[config.mk]
export PLATFORM = sky130hd
export DESIGN_NAME = blit_cycle_arb_flat
export DESIGN_NICKNAME = d
export VERILOG_FILES = /design/src/rtl/blit_arb_pkg.sv /design/src/rtl/blit_cycle_arb_if.sv /design/src/rtl/blit_cyc_timer.sv /design/src/rtl/blit_cycle_arb.sv /design/src/flat_wrapper.sv
export SDC_FILE = /design/constraint.sdc
export NUM_CORES = 1
export LEC_CHECK = 0
export BUFFER_PORTS_ARGS = -buffer_cell sky130_fd_sc_hd__buf_2
export CAP_MARGIN = 20
export CORE_MARGIN = 2
export CORE_UTILIZATION = 57
export DETAILED_ROUTE_END_ITERATION = 12
export PLACE_DENSITY_LB_ADDON = 0.15
export SLEW_MARGIN = 10
export SYNTH_ARGS = -nofsm -noshare
export SYNTH_HDL_FRONTEND = slang
export SYNTH_SLANG_ARGS = --single-unit
[constraint.sdc]
create_clock -name CCLK -period 3.7 [get_ports CCLK]
set_input_delay 0.185 -clock CCLK [delete_from_list [all_inputs] [get_ports CCLK]]
set_output_delay 0.185 -clock CCLK [all_outputs]
set_load 0.01 [all_outputs]
[src/rtl/blit_arb_pkg.sv]
// Shared types and constants for the blitter memory-cycle arbiter.
package blit_arb_pkg;

    localparam int NUM_REQ = 4;

    typedef enum logic [1:0] {
        REQ_PAR = 2'd0,
        REQ_SRC = 2'd1,
        REQ_DST = 2'd2,
        REQ_DWR = 2'd3
    } req_idx_t;

    typedef enum logic [1:0] {
        ST_IDLE    = 2'd0,
        ST_BUSWAIT = 2'd1,
        ST_RUN     = 2'd2
    } arb_state_t;

    function automatic logic [NUM_REQ-1:0] idx_to_onehot(input logic [1:0] idx);
        return NUM_REQ'(1) << idx;
    endfunction

endpackage

[src/rtl/blit_cycle_arb_if.sv]
// Request/bus bundle between the blitter requesters and the cycle arbiter.
interface blit_cycle_arb_if #(parameter int WS_W = 3);
    import blit_arb_pkg::*;

    logic               PARCRQ;
    logic               SRCCRQ;
    logic               DSTCRQ;
    logic               DWRCRQ;
    logic               BUSACK;
    logic               HOLD;
    logic [WS_W-1:0]    WAITS;
    logic               BUSRQ;
    logic               MEMRQ;
    logic [NUM_REQ-1:0] GNT;
    logic [1:0]         CYCSEL;
    logic               ICYCEND;
    logic               CYCEND;

    modport master (
        output PARCRQ, SRCCRQ, DSTCRQ, DWRCRQ, BUSACK, HOLD, WAITS,
        input  BUSRQ, MEMRQ, GNT, CYCSEL, ICYCEND, CYCEND
    );

    modport slave (
        input  PARCRQ, SRCCRQ, DSTCRQ, DWRCRQ, BUSACK, HOLD, WAITS,
        output BUSRQ, MEMRQ, GNT, CYCSEL, ICYCEND, CYCEND
    );

endinterface

[src/rtl/blit_cyc_timer.sv]
// Loadable down-counter timing one memory cycle; emits MEMRQ and the end strobes.
module blit_cyc_timer #(
    parameter int CNT_W = 4
) (
    input  logic             clk,
    input  logic             rst_n,
    input  logic             load,
    input  logic [CNT_W-1:0] len,
    output logic             memrq,
    output logic             icycend,
    output logic             cycend
);

    // remaining counts clocks still to run after the current one
    logic [CNT_W-1:0] remaining;

    always_ff @(posedge clk or negedge rst_n) begin
        if (!rst_n) begin
            remaining <= '0;
            memrq     <= 1'b0;
            icycend   <= 1'b0;
            cycend    <= 1'b0;
        end else if (load) begin
            remaining <= len - CNT_W'(1);
            memrq     <= 1'b1;
            icycend   <= (len == CNT_W'(2));
            cycend    <= 1'b0;
        end else if (remaining != '0) begin
            remaining <= remaining - CNT_W'(1);
            memrq     <= 1'b1;
            icycend   <= (remaining == CNT_W'(2));
            cycend    <= (remaining == CNT_W'(1));
        end else begin
            memrq     <= 1'b0;
            icycend   <= 1'b0;
            cycend    <= 1'b0;
        end
    end

endmodule

[src/rtl/blit_cycle_arb.sv]
// Blitter memory-cycle arbiter: acquires the bus and sequences requester cycles.
// Define BLIT_ARB_RR_EN for round-robin among SRC/DST/DWR (default: PAR>DWR>DST>SRC).
module blit_cycle_arb
    import blit_arb_pkg::*;
#(
    parameter int CYC_LEN = 2,
    parameter int WS_W    = 3
) (
    input  logic             CCLK,
    input  logic             RESETL,
    blit_cycle_arb_if.slave  bus
);

    localparam logic [1:0] IDLE    = ST_IDLE;
    localparam logic [1:0] BUSWAIT = ST_BUSWAIT;
    localparam logic [1:0] RUN     = ST_RUN;

    logic [1:0]         state;
    logic [NUM_REQ-1:0] req_vec;
    logic               req_any;
    logic [1:0]         next_sel;
    logic               start;
    logic [WS_W:0]      cyc_n;

    assign req_vec = {bus.DWRCRQ, bus.DSTCRQ, bus.SRCCRQ, bus.PARCRQ} & {NUM_REQ{~bus.HOLD}};
    assign req_any = |req_vec;
    assign cyc_n   = (WS_W+1)'(CYC_LEN) + {1'b0, bus.WAITS};
    assign start   = req_any && bus.BUSACK &&
                     ((state == BUSWAIT) || ((state == RUN) && bus.CYCEND));

`ifdef BLIT_ARB_RR_EN
    logic [1:0] rr_last;
    logic       found;
    int         cand;

    // Search SRC/DST/DWR starting just after the last one served
    always_comb begin
        next_sel = REQ_PAR;
        found    = req_vec[REQ_PAR];
        cand     = 0;
        for (int k = 0; k < 3; k++) begin
            cand = ((int'(rr_last) + k) % 3) + 1;
            if (!found && req_vec[cand[1:0]]) begin
                next_sel = cand[1:0];
                found    = 1'b1;
            end
        end
    end

    always_ff @(posedge CCLK or negedge RESETL) begin
        if (!RESETL)
            rr_last <= REQ_DWR;
        else if (start && (next_sel != REQ_PAR))
            rr_last <= next_sel;
    end
`else
    always_comb begin
        next_sel = REQ_PAR;
        if (req_vec[REQ_PAR])
            next_sel = REQ_PAR;
        else if (req_vec[REQ_DWR])
            next_sel = REQ_DWR;
        else if (req_vec[REQ_DST])
            next_sel = REQ_DST;
        else if (req_vec[REQ_SRC])
            next_sel = REQ_SRC;
    end
`endif

    // Decisions in RUN are taken only on the CYCEND clock so a cycle always completes
    always_ff @(posedge CCLK or negedge RESETL) begin
        if (!RESETL) begin
            state      <= IDLE;
            bus.BUSRQ  <= 1'b0;
            bus.GNT    <= '0;
            bus.CYCSEL <= '0;
        end else begin
            case (state)
                IDLE: begin
                    if (req_any) begin
                        state     <= BUSWAIT;
                        bus.BUSRQ <= 1'b1;
                    end
                end
                BUSWAIT: begin
                    if (!req_any) begin
                        state     <= IDLE;
                        bus.BUSRQ <= 1'b0;
                    end else if (bus.BUSACK) begin
                        state <= RUN;
                    end
                end
                RUN: begin
                    if (bus.CYCEND) begin
                        if (!req_any) begin
                            state     <= IDLE;
                            bus.BUSRQ <= 1'b0;
                        end else if (!bus.BUSACK) begin
                            state <= BUSWAIT;
                        end
                    end
                end
                default: begin
                    state     <= IDLE;
                    bus.BUSRQ <= 1'b0;
                end
            endcase
            if (start) begin
                bus.GNT    <= idx_to_onehot(next_sel);
                bus.CYCSEL <= next_sel;
            end
        end
    end

    blit_cyc_timer #(.CNT_W(WS_W+1)) u_timer (
        .clk     (CCLK),
        .rst_n   (RESETL),
        .load    (start),
        .len     (cyc_n),
        .memrq   (bus.MEMRQ),
        .icycend (bus.ICYCEND),
        .cycend  (bus.CYCEND)
    );

endmodule

[src/flat_wrapper.sv]
// flat-port wrapper written by rule: the top's interface ports become plain ports
module blit_cycle_arb_flat import blit_arb_pkg::*;
#(
    parameter int CYC_LEN = 2,
    parameter int WS_W    = 3
)
  (CCLK, RESETL, bus_PARCRQ, bus_SRCCRQ, bus_DSTCRQ, bus_DWRCRQ, bus_BUSACK, bus_HOLD, bus_WAITS, bus_BUSRQ, bus_MEMRQ, bus_GNT, bus_CYCSEL, bus_ICYCEND, bus_CYCEND);
  blit_cycle_arb_if #(.WS_W(WS_W)) bus_i ();
  input  logic CCLK;
  input  logic RESETL;
  input wire logic [$bits(bus_i.PARCRQ)-1:0] bus_PARCRQ;
  input wire logic [$bits(bus_i.SRCCRQ)-1:0] bus_SRCCRQ;
  input wire logic [$bits(bus_i.DSTCRQ)-1:0] bus_DSTCRQ;
  input wire logic [$bits(bus_i.DWRCRQ)-1:0] bus_DWRCRQ;
  input wire logic [$bits(bus_i.BUSACK)-1:0] bus_BUSACK;
  input wire logic [$bits(bus_i.HOLD)-1:0] bus_HOLD;
  input wire logic [$bits(bus_i.WAITS)-1:0] bus_WAITS;
  output wire logic [$bits(bus_i.BUSRQ)-1:0] bus_BUSRQ;
  output wire logic [$bits(bus_i.MEMRQ)-1:0] bus_MEMRQ;
  output wire logic [$bits(bus_i.GNT)-1:0] bus_GNT;
  output wire logic [$bits(bus_i.CYCSEL)-1:0] bus_CYCSEL;
  output wire logic [$bits(bus_i.ICYCEND)-1:0] bus_ICYCEND;
  output wire logic [$bits(bus_i.CYCEND)-1:0] bus_CYCEND;
  assign bus_i.PARCRQ = bus_PARCRQ;
  assign bus_i.SRCCRQ = bus_SRCCRQ;
  assign bus_i.DSTCRQ = bus_DSTCRQ;
  assign bus_i.DWRCRQ = bus_DWRCRQ;
  assign bus_i.BUSACK = bus_BUSACK;
  assign bus_i.HOLD = bus_HOLD;
  assign bus_i.WAITS = bus_WAITS;
  assign bus_BUSRQ = bus_i.BUSRQ;
  assign bus_MEMRQ = bus_i.MEMRQ;
  assign bus_GNT = bus_i.GNT;
  assign bus_CYCSEL = bus_i.CYCSEL;
  assign bus_ICYCEND = bus_i.ICYCEND;
  assign bus_CYCEND = bus_i.CYCEND;
  blit_cycle_arb #(.CYC_LEN(CYC_LEN), .WS_W(WS_W)) u_core (.CCLK(CCLK), .RESETL(RESETL), .bus(bus_i));
endmodule
Word-level counts from Yosys, hierarchy flattened
Index checks and enable logic that the tools add are counted.
{"block": "word_totals", "register_bits": 16, "inputBits": 11, "out_inout_bits": 10, "elab_cells": 56}
{"block": "op_classes", "add_sub_neg": 3, "n_eq_ne": 9, "n_shift": 1, "n_mux": 23, "bitwise": 2, "n_reduce_logical": 10}
{"cell": "2-bit two-way mux", "count": 9}
{"cell": "1-bit two-way mux", "count": 10}
{"cell": "4-bit by 2-bit equality test with 1-bit output, second input constant", "count": 2}
{"cell": "4-bit two-way mux", "count": 2}
{"cell": "4-bit by 1-bit subtractor with 4-bit output, second input constant", "count": 2}
{"cell": "3-bit != test, second input constant", "count": 2}
{"cell": "2-bit one-hot mux with 3 select lines", "count": 1}
{"cell": "2-bit by 3-bit adder with 4-bit output, first input constant", "count": 1}
{"cell": "4-bit bitwise AND", "count": 1}
{"cell": "4-bit by 1-bit equality test with 1-bit output, second input constant", "count": 1}
{"cell": "4-bit AND reduction", "count": 1}
{"cell": "4-bit nonzero test", "count": 1}
{"cell": "4-bit OR reduction", "count": 1}
{"cell": "1-bit by 2-bit << shifter with 4-bit output, first input constant", "count": 1}
{"cell": "1-bit logical AND", "count": 3}
{"cell": "1-bit one-hot mux with 3 select lines", "count": 1}
{"cell": "2-bit by 1-bit equality test with 1-bit output, second input constant", "count": 1}
{"cell": "2-bit equality test, second input constant", "count": 1}
{"cell": "2-bit logical NOT", "count": 1}
{"cell": "2-bit by 1-bit != test with 1-bit output, second input constant", "count": 1}
{"cell": "2-bit != test, second input constant", "count": 1}
{"cell": "2-bit AND reduction", "count": 1}
{"cell": "2-bit nonzero test", "count": 1}
{"cell": "1-bit logical OR", "count": 1}
{"cell": "1-bit inverter", "count": 1}

Longest topological paths before layout
Gate-level depths: netlist of the first run.
{"block": "depth", "word_depth": 7, "depth_mapped": 7, "mapped_depth_nobuf": 6}

Cells and area by module
A second synthesis of the first run with hierarchy kept.
{"block": "hier_totals", "cells_unflattened": 99, "hier_area_um2": 1023.5}
{"mod": "blit_cycle_arb", "instances": 1, "cells_each": 60, "area_each_um2": 585.6, "seq_area_each_um2": 225.2}
{"mod": "blit_cyc_timer", "instances": 1, "cells_each": 39, "area_each_um2": 437.9, "seq_area_each_um2": 175.2}

Least setup slack after synthesis of the first run
OpenSTA, ideal clock, no wires.
{"block": "synth_timing", "path_kind": "register -> register", "startpoint": "reg u_core.state[0]", "endpoint": "reg u_core.u_timer.remaining[3]", "setup_time_ps": 126, "t_arrival_ps": 1662, "required_ps": 3574, "slack_ps": 1912, "path_stages_with_launch": 8, "path_buffers": 1, "period_less_slack_ps": 1788, "path_cell_list": "dfrtp_1 -> inv_1 -> ha_1 -> a21oi_1 -> or3_2 -> buf_2 -> a31oi_1 -> a21oi_1"}
{"block": "synth_via", "elab_chain_cells": 5, "elab_cells_between_ends": 7, "cone_classes": "eq/ne: 2; mux: 1; reduce/logical: 4"}
{"item": "start, declared", "line_no": "blit_cycle_arb.sv:18", "text": "logic [1:0] state;"}
{"item": "start signal, assigned", "line_no": "blit_cycle_arb.sv:73", "text": "state <= IDLE;"}
{"item": "start signal, assigned", "line_no": "blit_cycle_arb.sv:81", "text": "state <= BUSWAIT;"}
{"item": "start signal, assigned", "line_no": "blit_cycle_arb.sv:87", "text": "state <= IDLE;"}
{"item": "2-bit equality test", "line_no": "blit_cycle_arb.sv:29", "text": "((state == BUSWAIT) || ((state == RUN) && bus.CYCEND));"}
{"item": "1-bit logical AND", "line_no": "blit_cycle_arb.sv:29"}
{"item": "1-bit logical OR *", "line_no": "blit_cycle_arb.sv:29"}
{"item": "1-bit logical AND *", "line_no": "blit_cycle_arb.sv:28", "text": "assign start = req_any && bus.BUSACK &&"}
{"item": "4-bit two-way mux / 2-bit nonzero test (equally long branches)"}
{"item": "end signal, assigned", "line_no": "blit_cyc_timer.sv:24", "text": "remaining <= len - CNT_W'(1);"}
{"item": "end signal, assigned", "line_no": "blit_cyc_timer.sv:29", "text": "remaining <= remaining - CNT_W'(1);"}
{"item": "end, declared", "line_no": "blit_cyc_timer.sv:15", "text": "logic [CNT_W-1:0] remaining;"}
Every way passes the cells marked *; elsewhere a longest branch is shown, timed or not.
A chain may end at the register's enable or synchronous reset.

Worst setup path after layout of the first run
{"block": "layout_timing", "startpoint": "reg u_core.state[0]", "endpoint": "reg u_core.bus.GNT[0]"}
{"block": "layout_via", "elab_chain_cells": 4, "elab_cells_between_ends": 5, "cone_classes": "eq/ne: 2; reduce/logical: 3"}
{"item": "2-bit equality test", "line_no": "blit_cycle_arb.sv:29"}
{"item": "1-bit logical AND", "line_no": "blit_cycle_arb.sv:29"}
{"item": "1-bit logical OR *", "line_no": "blit_cycle_arb.sv:29"}
{"item": "1-bit logical AND *", "line_no": "blit_cycle_arb.sv:28"}
{"item": "end signal, assigned", "line_no": "blit_cycle_arb.sv:109", "text": "bus.GNT <= idx_to_onehot(next_sel);"}
{"item": "end, declared", "line_no": "blit_cycle_arb_if.sv:26", "text": "output BUSRQ, MEMRQ, GNT, CYCSEL, ICYCEND, CYCEND"}
Marks and branches as above.

==> results.txt, run 1 <==
Status: completed
Synthesis-to-layout area growth: 16.3%
Final WL: 2.02 mm
Startpoint Class: flop
Finished Core Util: 0.687
Die height: 45.9 um
Max cap viols: 0
Initial Utilization: 0.591
H-tree lvl count: 1
Row count: 15
Worst vdd ir: 0.000468 V
Post-CTS Setup Repair Bufs: 0
Initial antenna violation count: 0
Hold Crit Class: in -> reg
Post-synthesis register bit count: 16
GP Congestion: 0.774
Most common cell after layout, fill and taps aside: buf_2
Cells after synthesis: 105
Clk Latency, worst-skew pair: 0.29 ns
# nets final: 153
Setup violators final: 0
Total number of vias: 846
Vias per cell: 5.79
# resized after CTS: 0
Power per cell area: 667 mW/mm^2
EDFF count, synth: 0
Final TNS setup: 0 ns
Most frequent cells in the layout: 20 x buf_2, 16 x dfrtp_1, 12 x ha_1, 11 x nor2_1, 9 x inv_1
Share of cells above drive strength 1: 0.233
Hold Fails Final Rpt: 0
Hpwl dp: 1.56 mm
Largest net degree at the start of global routing: 17
Final period util: 0.519
Fin. max-slew vios: 0
GR Overflow Total: 0
Max Clk Rate: 0.521 GHz
Yosys cell types: 34
Overall global routing resource usage: 0.236
Fraction of registers with async set/reset: 1.00
Mapped Nets: 128
Core ar.: 0.00169 mm^2
Die Wd: 45.9 um
RSZ-0062 raised after global routing: false
Avg WL per Cell: 13.8 um
ANT nets after route: 0
Synthesized area per cell: 9.51 um^2
Initial drt markers: 8
Clock root buffer: clkbuf_4
CTS max path bufs: 2
Clk_skew: 0.00146 ns
Pleak: 0.590 nW
Die Area: 0.00210 mm^2
CTS Sinks: 16
Top FF cell, synth: dfrtp_1
Critical path class: reg -> reg
Vias in the first global route: 829
CP Max Fanout: 13
Ports: 21
TritonCTS clock tree: built
Rel. slew slack: 0.574
CTS Buf Count: 3
Crit path required time: 3.87 ns
DRC: 0
Post-Syn Area: 998 um^2
Number of fill cells: 151
I/O Buffers: 20
Antenna fix cells: 0
Worst-path clk slew: 0.10 ns
First-pass GRT wire length: 3.47 mm
Drt first pass iters: 4
Register area share after synthesis: 0.401
Fin crit period: 1.92 ns
Crit end category: flop
Ys Warns: 0
Slew @ Worst Pin: 0.622 ns
WP data arrival: 2.09 ns
-- Yosys cell counts (all sizes together), types with 2 or more instances --
master,instances,share of area
a211oi,2,0.015
a21o,2,0.015
a21oi,8,0.040
a31oi,2,0.013
dfrtp,16,0.40
ha,12,0.15
inv,9,0.034
nand2,6,0.023
nand2b,3,0.019
nand3,2,0.010
nor2,11,0.041
nor2b,2,0.013
nor3,6,0.030
o21ai,3,0.015
or2,2,0.013
or3,3,0.021
-- report_power, final --
group	switching [mW]	internal (mW)
Clock	0.0596	0.0600
Sequential	0.0569	0.249
Combinational	0.187	0.162
-- registers in the layout (all words and copies together), names as in the netlist --
signal	flops
u_core.bus.BUSRQ	1
u_core.bus.CYCSEL	2
u_core.bus.GNT	4
u_core.state	2
u_core.u_timer.cycend	1
u_core.u_timer.icycend	1
u_core.u_timer.memrq	1
u_core.u_timer.remaining	4
-- critical path: stages, from the launching register on --
cell	delay, ns
dfrtp_1	0.42
inv_1	0.11
ha_1	0.27
a21oi_1	0.14
or3_2	0.61
nor2_1	0.19
nor3_1	0.07
-- metal layers --
metal | up-vias | part of all wire | GRT usage
met2 | 21 | 0.49 | 0.392
li1 | 419 | - | -
met3 | 7 | 0.043 | 0.0714
met4 | 0 | 0.026 | 0.137
met1 | 399 | 0.44 | 0.263
met5 | - | 0 | 0
-- stage by stage --
step	worst slack, ns	area [um^2]	instances	hold WS (ns)	total power [mW]
2_1_floorplan	1.91	998	105	-0.111	0.547
3_3_place_gp	1.85	1110	141	0.112	0.640
3_5_place_dp	1.79	1110	141	0.115	0.658
4_1_cts	1.78	1160	146	0.0825	0.780
5_1_grt	1.64	1160	146	0.0831	0.847
6_report	1.78	1160	146	0.0896	0.775
-- final timing paths --
kind | from | end | slack, ns | depth (start not counted)
min in group asynchronous | RESETL | u_core.u_timer.remaining[2] | 0.32 | 2
min | bus_WAITS[0] | u_core.u_timer.remaining[0] | 0.09 | 2
min reg2reg | u_core.bus.CYCSEL[1] | u_core.bus.CYCSEL[1] | 0.49 | 1
max reg2reg | u_core.state[0] | u_core.bus.GNT[0] | 1.78 | 6
max in group asynchronous | RESETL | u_core.state[0] | 3.12 | 2
max | u_core.state[0] | u_core.bus.GNT[0] | 1.78 | 6
-- cells by family after synthesis --
group | count (synthesis) | share of synthesized area
AO/OA/AOI/OAI | 24 | 0.159
XOR/XNOR | 2 | 0.0175
adder cells (fa/ha/maj) | 12 | 0.150
buffers and inverters | 10 | 0.0388
flip-flops | 16 | 0.401
multiplexers | 1 | 0.0113
AND/OR/NAND/NOR | 40 | 0.222
-- cell type report --
| cell class | instances | area (um^2) | area share |
|---|---|---|---|
| inverter | 9 | 33.8 | 0.0291 |
| clock buffer | 4 | 36.3 | 0.0313 |
| timing repair buffer | 21 | 110 | 0.0948 |
| multi-input combinational | 79 | 559 | 0.482 |
| sequential | 16 | 400 | 0.345 |
| tap | 17 | 21.3 | 0.0183 |
-- what timing repair did --
| item | 4_1_cts | 5_1_grt |
|---|---|---|
| hold endpoints to repair | 16 | 0 |
| endpoints found under the setup margin | 0 | 0 |
| hold buffers | 1 | 0 |
Note: power is estimated with default switching activity, not from simulation.
==> run 2, diff against run 1 <==
Settings changed: CORE_UTILIZATION 57 to 47.
Clock period 3.7 ns to 1.6 ns, I/O delays scaled along.
==> run 2 against run 1 <==
Compared with the run above: setup slack worse by 1.7 ns; combinational power rose to 2.8 times the previous value; die area up 19%; total power rose to 2.5 times the previous value; critical path type unchanged; critical endpoint is now u_core.state[0]; highest routed layer unchanged.
==> results.txt, run 2 (synthesized netlist as in run 1, its figures left out) <==
Post-route non-filler standard cell count: 163
Largest net degree at the start of global routing: 17
Fin. max-slew vios: 0
Synthesis-to-layout area growth: 29.9%
Die Wd: 50.1 um
R2R setup slack: 0.03 ns
Initial antenna violation count: 0
Most frequent cells in the layout: 20 x buf_2, 15 x dfrtp_1, 11 x nor2_1, 10 x ha_1
Finished Core Util: 0.655
Share of cells above drive strength 1: 0.346
Hold Crit Class: in -> reg
CTS Buf Count: 3
CTS Sinks: 16
Max incr delay on CP: 0.58 ns
ANT nets after route: 0
Max Clk Rate: 0.638 GHz
TritonCTS clock tree: built
Final WL: 2.09 mm
Final period util: 0.979
Row count: 16
Placed cells: 157
Largest regs: u_core.bus.GNT (4), u_core.u_timer.remaining (4)
Slew @ Worst Pin: 0.439 ns
CTS max path bufs: 2
I/O Buffers: 20
Hpwl dp: 1.64 mm
Clk Latency, worst-skew pair: 0.29 ns
Ports: 21
Pleak: 0.638 nW
Vias in the first global route: 854
Status: completed
Final Total Pwr: 1.96 mW
Crit path cell chain: inv_2 > ha_4 > or4b_2 > a21oi_1 > a221o_1
Antenna fix cells: 0
RSZ-0062 raised after global routing: true
Initial drt markers: 22
Max cap viols: 0
Hold Fails Final Rpt: 0
Critical-path top delay cell: or4b_2
Crit end category: flop
Most common cell after layout, fill and taps aside: buf_2
Number of fill cells: 179
CP Max Fanout: 5
First-pass GRT wire length: 3.62 mm
Overall global routing resource usage: 0.186
# nets final: 160
Clk_skew: 0.00484 ns
Final TNS setup: 0 ns
Fin crit period: 1.57 ns
GP Congestion: 0.815
WHS: 0.0945 ns
Core ar.: 0.00198 mm^2
Rel. slew slack: 0.705
DRC: 0
Critical path class: reg -> reg
Die height: 50.1 um
Die Area: 0.00251 mm^2
Setup violators final: 0
GR Overflow Total: 0
Worst vdd ir: 0.000996 V
Initial Utilization: 0.504
Vias per cell: 5.39
Total number of vias: 879
WP data arrival: 1.79 ns
Startpoint Class: flop
Clock root buffer: clkbuf_4
Crit path required time: 1.83 ns
Avg WL per Cell: 12.8 um
H-tree lvl count: 1
Worst-path clk slew: 0.10 ns
Drt first pass iters: 4
Power per cell area: 1510 mW/mm^2
run 2: worst paths after layout:
kind	from	to	depth (start not counted)
worst min register to register	u_core.bus.CYCSEL[1]	u_core.bus.CYCSEL[1]	1
min in group asynchronous	RESETL	u_core.u_timer.remaining[0]	2
worst max register to register	u_core.state[1]	u_core.state[0]	5
max in group asynchronous	RESETL	u_core.state[0]	2
worst max-delay path	u_core.state[1]	u_core.state[0]	5
worst min-delay path	bus_PARCRQ	u_core.bus.GNT[3]	2
run 2: worst max-delay path, delay by kind of cell (launching register included):
| family | cells | cell delay [ns] |
|---|---|---|
| flip-flops | 1 | 0.39 |
| AO/OA/AOI/OAI | 2 | 0.29 |
| AND/OR/NAND/NOR | 1 | 0.58 |
| adder cells (fa/ha/maj) | 1 | 0.16 |
| buffers and inverters | 1 | 0.08 |
run 2: stage by stage:
stage          worst slack [ns]  area, um^2
2_1_floorplan           0.00170        1020
3_3_place_gp           -0.00200        1190
3_5_place_dp            -0.0156        1190
4_1_cts                  0.0173        1270
5_1_grt                 -0.0201        1300
6_report                 0.0337        1300
run 2: routing by layer:
layer  wire length, um  vias up  global-route usage  part of all wire
met5                 0        -                   0                 0
met1               920      423               0.238              0.44
met2              1070       22               0.320              0.51
met3                89        2              0.0364             0.043
li1                  -      432                   -                 -
met4                15        0              0.0417            0.0072
run 2: final cells by class:
cell class,instances,area (um^2),share of cell area
Timing Repair Buffer,28,165,0.127
Tap cell,27,33.8,0.0260
Multi-Input combinational cell,79,627,0.483
Sequential cell,16,402,0.310
Inverter,9,33.8,0.0260
Clock buffer,4,36.3,0.0280
run 2: report_power, final:
part	internal (mW)	total, mW	switching (mW)
Combinational	0.479	0.984	0.506
Clock	0.139	0.267	0.128
Sequential	0.579	0.708	0.130
run 2: what timing repair did:
item,4_1_cts,5_1_grt
endpoints found under the setup margin,3,11
cloned,0,0
hold buffers,2,0
pin swaps,1,0
resized for setup,4,7
hold endpoints to repair,17,0
setup buffers,0,0
